## config.mk

```make
export PLATFORM = sky130hd
export DESIGN_NAME = rvc_fetch_aligner
export DESIGN_NICKNAME = d
export VERILOG_FILES = /design/src/rtl/rvc_pkg.sv /design/src/rtl/hw_queue.sv /design/src/rtl/rvc_fetch_aligner.sv
export SDC_FILE = /design/constraint.sdc
export NUM_CORES = 1
export LEC_CHECK = 0
export ABC_AREA = 1
export ABC_CLOCK_PERIOD_IN_PS = 5500
export BUFFER_PORTS_ARGS = -buffer_cell sky130_fd_sc_hd__buf_2
export CORE_MARGIN = 2
export CORE_UTILIZATION = 26
export DETAILED_ROUTE_END_ITERATION = 7
export PLACE_DENSITY = 0.45
export SYNTH_ARGS = -nofsm -noshare
export SYNTH_HDL_FRONTEND = slang
export SYNTH_SLANG_ARGS = --single-unit
```

## constraint.sdc

```tcl
create_clock -name clk -period 5.5 [get_ports clk]
set_input_delay 1.375 -clock clk [delete_from_list [all_inputs] [get_ports clk]]
set_output_delay 1.375 -clock clk [all_outputs]
set_load 0.01 [all_outputs]
```

## src/rtl/rvc_pkg.sv

```systemverilog
// Shared types and helpers for the RVC fetch aligner.
//   halfword_t     : one 16-bit instruction parcel
//   BUF_HW_DEFAULT : default halfword buffer depth (minimum legal value 3)
//   ins_len_t      : length of the instruction at the head of the buffer
//   is_rvc()       : true when a parcel starts a compressed instruction
package rvc_pkg;

    typedef logic [15:0] halfword_t;

    localparam int BUF_HW_DEFAULT = 4;

    typedef enum logic {
        LEN16,
        LEN32
    } ins_len_t;

    // A parcel whose low two bits are not 2'b11 is a complete 16-bit instruction.
    function automatic logic is_rvc(input halfword_t hw);
        return hw[1:0] != 2'b11;
    endfunction

endpackage

```

## src/rtl/hw_queue.sv

```systemverilog
// Halfword FIFO feeding the aligner's output selection.
//   clk, rst    : clock, asynchronous active-high reset
//   clear_i     : drop all entries (count becomes 0 next cycle)
//   push_cnt_i  : number of halfwords appended this cycle (0..2)
//   push_hw0_i  : first appended halfword, push_hw1_i: second
//   pop_cnt_i   : number of halfwords removed from the head (0..2)
//   count_o     : entries held
//   entry0_o    : oldest entry, entry1_o: next oldest
// Pops shift out before pushes append, so a full-rate push/pop pair works.
module hw_queue
    import rvc_pkg::*;
#(
    parameter  int DEPTH = BUF_HW_DEFAULT,
    localparam int CW    = $clog2(DEPTH + 1)
) (
    input  logic          clk,
    input  logic          rst,
    input  logic          clear_i,
    input  logic [1:0]    push_cnt_i,
    input  halfword_t     push_hw0_i,
    input  halfword_t     push_hw1_i,
    input  logic [1:0]    pop_cnt_i,
    output logic [CW-1:0] count_o,
    output halfword_t     entry0_o,
    output halfword_t     entry1_o
);

    halfword_t     mem_q [DEPTH];
    halfword_t     mem_d [DEPTH];
    logic [CW-1:0] count_q;
    logic [CW-1:0] count_d;
    logic [CW-1:0] kept;

    // NOTE: every variable gets its value before any conditional update, so
    //       no path leaves a signal unassigned and no latch is inferred.
    always_comb begin
        kept = count_q - CW'(pop_cnt_i);
        for (int i = 0; i < DEPTH; i++) begin
            if (i + int'(pop_cnt_i) < DEPTH) begin
                mem_d[i] = mem_q[i + int'(pop_cnt_i)];
            end else begin
                mem_d[i] = '0;
            end
            if (push_cnt_i != 2'd0 && i == int'(kept)) begin
                mem_d[i] = push_hw0_i;
            end
            if (push_cnt_i == 2'd2 && i == int'(kept) + 1) begin
                mem_d[i] = push_hw1_i;
            end
        end
        count_d = kept + CW'(push_cnt_i);
        if (clear_i) begin
            count_d = '0;
        end
    end

    // NOTE: the storage is reset along with the count so the peeked entries
    //       (and therefore out_ins) read as zero straight out of reset.
    always_ff @(posedge clk or posedge rst) begin
        if (rst) begin
            count_q <= '0;
            for (int i = 0; i < DEPTH; i++) begin
                mem_q[i] <= '0;
            end
        end else begin
            // NOTE: non-blocking assignments here so every register samples
            //       the pre-edge values regardless of statement order.
            count_q <= count_d;
            mem_q   <= mem_d;
        end
    end

    assign count_o  = count_q;
    assign entry0_o = mem_q[0];
    assign entry1_o = mem_q[1];

endmodule

```

## src/rtl/rvc_fetch_aligner.sv

```systemverilog
// Fetch sequencer and 16/32-bit instruction re-aligner.
//   clk, Rst         : clock, asynchronous active-high reset
//   fetch_req/_addr  : word request to instruction memory (addr[1:0] = 0)
//   fetch_valid/rdata: same-cycle response; [15:0] = addr, [31:16] = addr+2
//   out_valid/ready  : one whole instruction per cycle to decode
//   out_ins/pc       : instruction (compressed in [15:0], upper zero) and PC
//   out_compressed   : 16-bit instruction flag; out_zero: all-zero parcel
//   flush/redirect_pc: redirect, highest priority; redirect_pc[0] ignored
// Outputs come only from registers, so fetched data shows up the next cycle.
module rvc_fetch_aligner
    import rvc_pkg::*;
#(
    parameter logic [31:0] RESET_PC = 32'h0000_0000,
    parameter int          BUF_HW   = BUF_HW_DEFAULT
) (
    input  logic        clk,
    input  logic        Rst,
    output logic        fetch_req,
    output logic [31:0] fetch_addr,
    input  logic        fetch_valid,
    input  logic [31:0] fetch_rdata,
    output logic        out_valid,
    input  logic        out_ready,
    output logic [31:0] out_ins,
    output logic [31:0] out_pc,
    output logic        out_compressed,
    output logic        out_zero,
    input  logic        flush,
    input  logic [31:0] redirect_pc
);

    localparam int CW = $clog2(BUF_HW + 1);

    logic [31:0]   fetch_addr_q;
    logic [31:0]   out_pc_q;
    logic          skip_low_q;
    logic [CW-1:0] count;
    halfword_t     entry0;
    halfword_t     entry1;
    logic          accept;
    logic          consume;
    logic [1:0]    push_cnt;
    logic [1:0]    pop_cnt;
    ins_len_t      len;
    logic          unused_redirect_bit0;

    assign unused_redirect_bit0 = redirect_pc[0];

    // Requesting only with room for two halfwords keeps the buffer from
    // overflowing even though a full word may arrive in the same cycle.
    assign fetch_req = !flush && (int'(count) <= BUF_HW - 2);
    assign accept    = fetch_req && fetch_valid;
    assign push_cnt  = !accept ? 2'd0 : (skip_low_q ? 2'd1 : 2'd2);

    always_comb begin
        out_valid      = 1'b0;
        out_ins        = '0;
        out_compressed = 1'b0;
        len            = LEN16;
        if (!flush) begin
            if (count >= CW'(1) && is_rvc(entry0)) begin
                out_valid      = 1'b1;
                out_ins        = {16'h0000, entry0};
                out_compressed = 1'b1;
            end else if (count >= CW'(2)) begin
                out_valid = 1'b1;
                out_ins   = {entry1, entry0};
                len       = LEN32;
            end
        end
        out_zero = out_compressed && (out_ins[15:0] == 16'h0000);
    end

    assign consume = out_valid && out_ready;
    assign pop_cnt = !consume ? 2'd0 : ((len == LEN16) ? 2'd1 : 2'd2);

    hw_queue #(
        .DEPTH (BUF_HW)
    ) u_queue (
        .clk        (clk),
        .rst        (Rst),
        .clear_i    (flush),
        .push_cnt_i (push_cnt),
        .push_hw0_i (skip_low_q ? fetch_rdata[31:16] : fetch_rdata[15:0]),
        .push_hw1_i (fetch_rdata[31:16]),
        .pop_cnt_i  (pop_cnt),
        .count_o    (count),
        .entry0_o   (entry0),
        .entry1_o   (entry1)
    );

    // skip_low marks a halfword-aligned target: the low half of the first
    // word fetched after a redirect belongs to the previous code path.
    always_ff @(posedge clk or posedge Rst) begin
        if (Rst) begin
            fetch_addr_q <= {RESET_PC[31:2], 2'b00};
            out_pc_q     <= RESET_PC;
            skip_low_q   <= RESET_PC[1];
        end else if (flush) begin
            fetch_addr_q <= {redirect_pc[31:2], 2'b00};
            out_pc_q     <= {redirect_pc[31:1], 1'b0};
            skip_low_q   <= redirect_pc[1];
        end else begin
            if (accept) begin
                fetch_addr_q <= fetch_addr_q + 32'd4;
                skip_low_q   <= 1'b0;
            end
            if (consume) begin
                out_pc_q <= out_pc_q + ((len == LEN16) ? 32'd2 : 32'd4);
            end
        end
    end

    assign fetch_addr = fetch_addr_q;
    assign out_pc     = out_pc_q;

endmodule

```

# == Word level (Yosys, flattened, before mapping) ==
# Cells that the tools add are included.
# op_classes
div_mod_pow,0
reduce_logical,20
n_eq_ne,8
n_lt_le_gt_ge,11
shift,0
mux,47
n_bitwise,4
mul,0
n_addsub,8
# op_table
op,n
16-bit 2-to-1 mux,21
32-bit 2-to-1 mux,7
16-bit binary-select mux with 2-bit select,4
32-bit by 3-bit >= comparator with 1-bit output (second input constant),4
32-bit by 4-bit < comparator with 1-bit output (second input constant),3
32-bit NOT,3
3-bit by 32-bit equality test with 1-bit output (first input constant),2
32-bit by 3-bit adder with 32-bit output,1
32-bit by 3-bit adder with 32-bit output (second input constant),1
2-bit by 32-bit equality test with 1-bit output (first input constant),1
32-bit zero test,1
2-bit NOT with 32-bit output,1
16-bit zero test,1
1-bit logical AND,13
1-bit 2-to-1 mux,9
2-bit 2-to-1 mux,4
2-bit by 2-bit adder with 3-bit output (first input constant),2
3-bit equality test (first input constant),2
3-bit 2-to-1 mux,2
2-bit nonzero test,3
3-bit by 1-bit adder with 4-bit output (second input constant),1
1-bit by 2-bit adder with 3-bit output (first input constant),1
3-bit by 2-bit adder with 3-bit output,1
2-bit by 3-bit equality test with 1-bit output (first input constant),1
9 further kinds,9
# totals
mem_count,0
elab_cells,106
out_inout_bits,100
ramBits,0
regBits,132
latchBits,0
inputBits,69
mem_bits_ro,0

# == Depth between registers and ports, before layout ==
# logic_depth
depth_word,14
depth_mapped,21
depth_no_buf,18

# == Cells and area by module ==
# A second synthesis with hierarchy kept.
# unflattened
hier_cells,1713
hier_area_um2,10413.7
# by_module_without_submodules
mod,cells_each,seq_area_each_um2,instances,area_each_um2
hw_queue,904,1676.6,1,5362.6
rvc_fetch_aligner,809,1551.5,1,5051.1

# == Least setup slack after synthesis ==
# No wires, ideal clock.
# synth_timing
path_type,input-to-reg
from,in flush
to,"reg u_queue.mem_q, in the netlist u_queue.entry1_o[11]"
cell_stages,19
path_buffers,4
arrival_time_ns,4.103
slack_ns,1.276
setup_ns,0.121
required_time_ns,5.379
cell_sequence,buf_6 -> inv_4 -> buf_6 -> nand2_2 -> nand2_4 -> nand3_2 -> inv_1 -> buf_2 -> ha_1 -> inv_1 -> fa_1 -> inv_1 -> nor2_1 -> ha_1 -> nand3_1 -> clkbuf_1 -> nand2_1 -> inv_1 -> a21oi_1
# synth_rtl
item,line,source
"start, declared",rvc_fetch_aligner.sv:28,"input logic flush,"
"end signal, assigned",hw_queue.sv:69,mem_q <= mem_d;
"end, declared",hw_queue.sv:28,halfword_t mem_q [DEPTH];

# == Worst setup path in the final report ==
# layout_timing
from,in flush
to,out out_zero
# layout_via
elab_chain_len,3
word_cells_on_any_way,4
cone_classes,mux (2); reduce/logical (2)
# layout_rtl
item,line,source
32-bit 2-to-1 mux,rvc_fetch_aligner.sv:60,if (!flush) begin
16-bit zero test,rvc_fetch_aligner.sv:71,out_zero = out_compressed && (out_ins[15:0] == 16'h0000);
1-bit logical AND (*),rvc_fetch_aligner.sv:71,
"end, declared",rvc_fetch_aligner.sv:27,"output logic out_zero,"
# Every way passes the cells marked *; elsewhere a longest branch is shown, timed or not.

==> impl_metrics.env <==
export IMPL_status="finished, final reports clean"
export IMPL_synthMuxAreaShare_pct=0
export IMPL_ctsResizeCount=0
export IMPL_track_usage_pct=20.9
export IMPL_cts_tree="yes"
export IMPL_crit_slowest_cell="clkinv_1"
export IMPL_cp_common_cell="buf_2"
export IMPL_rr_startpoint="u_queue.entry0_o[0]$_DFF_PP0_"
export IMPL_rsz0062_at_grt="false"
export IMPL_via_count=10600
export IMPL_p_per_area_nw_per_um2=497
export IMPL_route_detailed_drc=0
export IMPL_setup_worst_path_end="out_zero"
export IMPL_grt_start_max_net_pins=77
export IMPL_synth_cells=1484
export IMPL_stdcell_count=2099
export IMPL_ys_top_cells_by_area="dfrtp_1 33%, nand2_1 15%, nand3_1 9.0%, inv_1 7.1%, nor2_1 6.6%"
export IMPL_ir_worst_vdd_uv=282
export IMPL_synth_compound_area_share_pct=12.8
export IMPL_leakage_nw=5.81
export IMPL_dpl_hpwl_um=27600
export IMPL_setup_ws_ns=0.893
export IMPL_synth_top_area_share_pct=33.3
export IMPL_holdPathStages=2
export IMPL_dp_cells=2066
export IMPL_drv_slew=0
export IMPL_root_buffer="clkbuf_16"
export IMPL_worstSetupPathType="in2out"
export IMPL_cp_cell_sequence="buf_2 > inv_4 > nand2_2 > nand2_4 > clkinv_1 > a41oi_1 > nor3_1 > buf_2"
export IMPL_skew_ns=0.00972
export IMPL_ys_async_sr_fraction_pct=100
export IMPL_synth_seq_cells=129
export IMPL_first_pass_iters=5
export IMPL_wire_per_inst_um=19.1
export IMPL_setup_viol=0
export IMPL_vias_per_cell=5.03
export IMPL_slew_headroom_pct=38.5
export IMPL_cp_max_fo=24
export IMPL_slowest_delay_ns=0.52
export IMPL_antenna_found_initial=3
export IMPL_reg2reg_to="u_queue.mem_q[3]$_DFF_PP0_"
export IMPL_path_buf_inv=4
export IMPL_ys_flop_type="dfrtp_1"
export IMPL_drt_iter0_markers=852
export IMPL_period_share_pct=83.8
export IMPL_die_width_um=197
export IMPL_routed_wl_um=40100
export IMPL_r2r_slack_ns=1.70
export IMPL_startpoint_type="input port"
export IMPL_finalHoldViolCount=0
export IMPL_ctsHtreeMaxLevel=4
export IMPL_ys_warnings_count=0
export IMPL_cp_depth=8
export IMPL_synth_xor_area_share_pct=2.08
export IMPL_gp_congestion=0.830
export IMPL_synth_edff_count=0
export IMPL_worstPathArrival_ns=3.23
export IMPL_die_y_um=197
export IMPL_ys_seq_area_share_pct=33.3
export IMPL_clock_latency_ns=0.43
export IMPL_holdCritPathClass="reg2reg"
export IMPL_cts_sinks=129
export IMPL_path_delay_family="buffers and inverters"
export IMPL_coreArea_um2=36600
export IMPL_startpoint="flush"
export IMPL_grt_pass1_wl_um=61200
export IMPL_postSynthAreaPerCell_um2=6.53
export IMPL_pre_cts_ws_ns=0.622
export IMPL_maxCapViolations=0
export IMPL_portBuffers=164
export IMPL_globalRouteOverflowTotal=0
export IMPL_drive_above_1_share_pct=15.8
export IMPL_dieArea_um2=38800
export IMPL_initial_utilization_pct=26.5
export IMPL_cts_made_buffers=17
export IMPL_rows=70
export IMPL_clk_pin_slew_ns=0.06
export IMPL_ys_types=46
export IMPL_r2r_cells=17
export IMPL_synth_simple_gate_area_share_pct=38.2
export IMPL_end_kind="output port"
export IMPL_postCtsSetupBuffers=0
export IMPL_grt_pass1_vias=10000
export IMPL_synth_top_area_cell="dfrtp_1"
export IMPL_syn2layout_area_growth_pct=19.0
export IMPL_synth_fa_ha_area_share_pct=1.65
export IMPL_setup_tns_ns=0
export IMPL_required_ns=4.12
export IMPL_ctsHoldBuffers=0
export IMPL_clock_path_buffers=2
export IMPL_nets=1697
export IMPL_syn_cell_area_um2=9690
export IMPL_synth_top_family_by_area="simple AND/OR/NAND/NOR gates"
export IMPL_tightestPinTransition_ns=0.923
export IMPL_fmax_mhz=217
export IMPL_ios=169
export IMPL_post_route_min_period_ns=4.61
export IMPL_ant_nets=0
[flip-flops by register name (all words and copies together) (netlist names)]
register / cells
fetch_addr: 30
skip_low_q: 1
u_queue.entry1_o: 16
u_queue.mem_q: 32
u_queue.entry0_o: 16
u_queue.count_o: 3
out_pc: 31
[per-stage QoR]
| stage | instance area (µm²) | hold slack (ns) | power, mW | util [%] |
|---|---|---|---|---|
| 2_1_floorplan | 9690 | 0.567 | 3.55 | - |
| 3_3_place_gp | 10900 | 0.535 | 4.40 | 29.7 |
| 3_5_place_dp | 10900 | 0.533 | 4.44 | 29.7 |
| 4_1_cts | 11500 | 0.548 | 5.75 | 31.5 |
| 5_1_grt | 11500 | 0.562 | 6.20 | 31.5 |
| 6_report | 11500 | 0.549 | 5.73 | 31.5 |
[per-layer routing]
metal	wire length (µm)	GRT usage, %	vias up
li1	-	-	5124
met1	19500	30.0	4994
met2	17600	32.2	387
met3	2150	2.89	57
met4	928	6.54	0
met5	0	0	-
[logic make-up (layout without fill, tap and decap cells)]
logic type | Yosys count | in the layout
AO/OA/AOI/OAI | 216 | 216
other | 1 | 5
buffers and inverters | 271 | 414
XOR/XNOR | 23 | 23
AND/OR/NAND/NOR | 833 | 833
adder cells (fa/ha/maj) | 11 | 11
flip-flops | 129 | 129
[area by class of cell]
cell class	instances	area, µm²
Fill cell	4089	25100
Multi-Input combinational cell	1086	5310
Sequential cell	129	3230
Timing Repair Buffer	188	1010
Inverter	195	739
Tap cell	468	586
Clock buffer	21	460
Clock inverter	10	183
Antenna cell	2	5.00
[report_power, final]
part / switching [mW] / internal, mW
combinational: 1.86 / 0.945
sequential: 0.321 / 1.32
clock: 0.462 / 0.826
total: 2.64 / 3.09
[worst register-to-register path, stage by stage, from the launching register on]
cell,delay [ns]
dfrtp_1,0.42
a21oi_1,0.16
nand2_1,0.14
nand2_4,0.30
nand3_2,0.12
inv_1,0.10
ha_1,0.14
inv_1,0.04
fa_1,0.57
inv_1,0.12
nor2_1,0.06
ha_1,0.19
buf_4,0.23
nand2_1,0.10
nand2_1,0.05
inv_1,0.63
nand3_1,0.19
a21oi_1,0.17
[cells in the mapped netlist, drive strengths merged (2+ instances only)]
cell and count:
a21boi 2, fa 3, o21bai 3, xor2 18
o31ai 3, nand3b 5, nor4 4, nand2 383
clkbuf 27, nand3 177, nand4 52, nor3 20
buf 49, inv 194, a21oi 71, nor2 176
o21ai 68, or2 16, o211ai 33, ha 8
dfrtp 129, xnor2 5, a31oi 31, a41oi 2
[worst min-delay path by stage]
stage | from | to | slack [ns]
6_report | out_pc[31]$_DFFE_PP0N_ | out_pc[31]$_DFFE_PP0N_ | 0.55
5_1_grt | out_pc[31]$_DFFE_PP0N_ | out_pc[31]$_DFFE_PP0N_ | 0.56
4_1_cts | out_pc[31]$_DFFE_PP0N_ | out_pc[31]$_DFFE_PP0N_ | 0.55
3_5_place_dp | out_pc[31]$_DFFE_PP0N_ | out_pc[31]$_DFFE_PP0N_ | 0.53
3_3_place_gp | out_pc[31]$_DFFE_PP0N_ | out_pc[31]$_DFFE_PP0N_ | 0.53
2_1_floorplan | out_pc[31]$_DFFE_PP0N_ | out_pc[31]$_DFFE_PP0N_ | 0.57
[cells in the final DEF (no fill, tap or decap), types with 4 or more instances in the layout]
master     instances
xor2_1            18
buf_2            164
buf_4             23
o21ai_0           60
nor2_4             4
ha_1               8
nand4_1           51
bufinv_16          5
inv_2              9
a31oi_1           31
nand3_1          174
inv_1            183
or2_2             12
o21ai_1            8
xnor2_1            5
a21oi_1           71
nor2_1           170
nor3_1            18
clkbuf_16         17
dfrtp_1          129
o211ai_1          33
nand3b_1           5
nand2_1          379
or2_1              4
No activity file was read; power rests on OpenSTA's default activity.
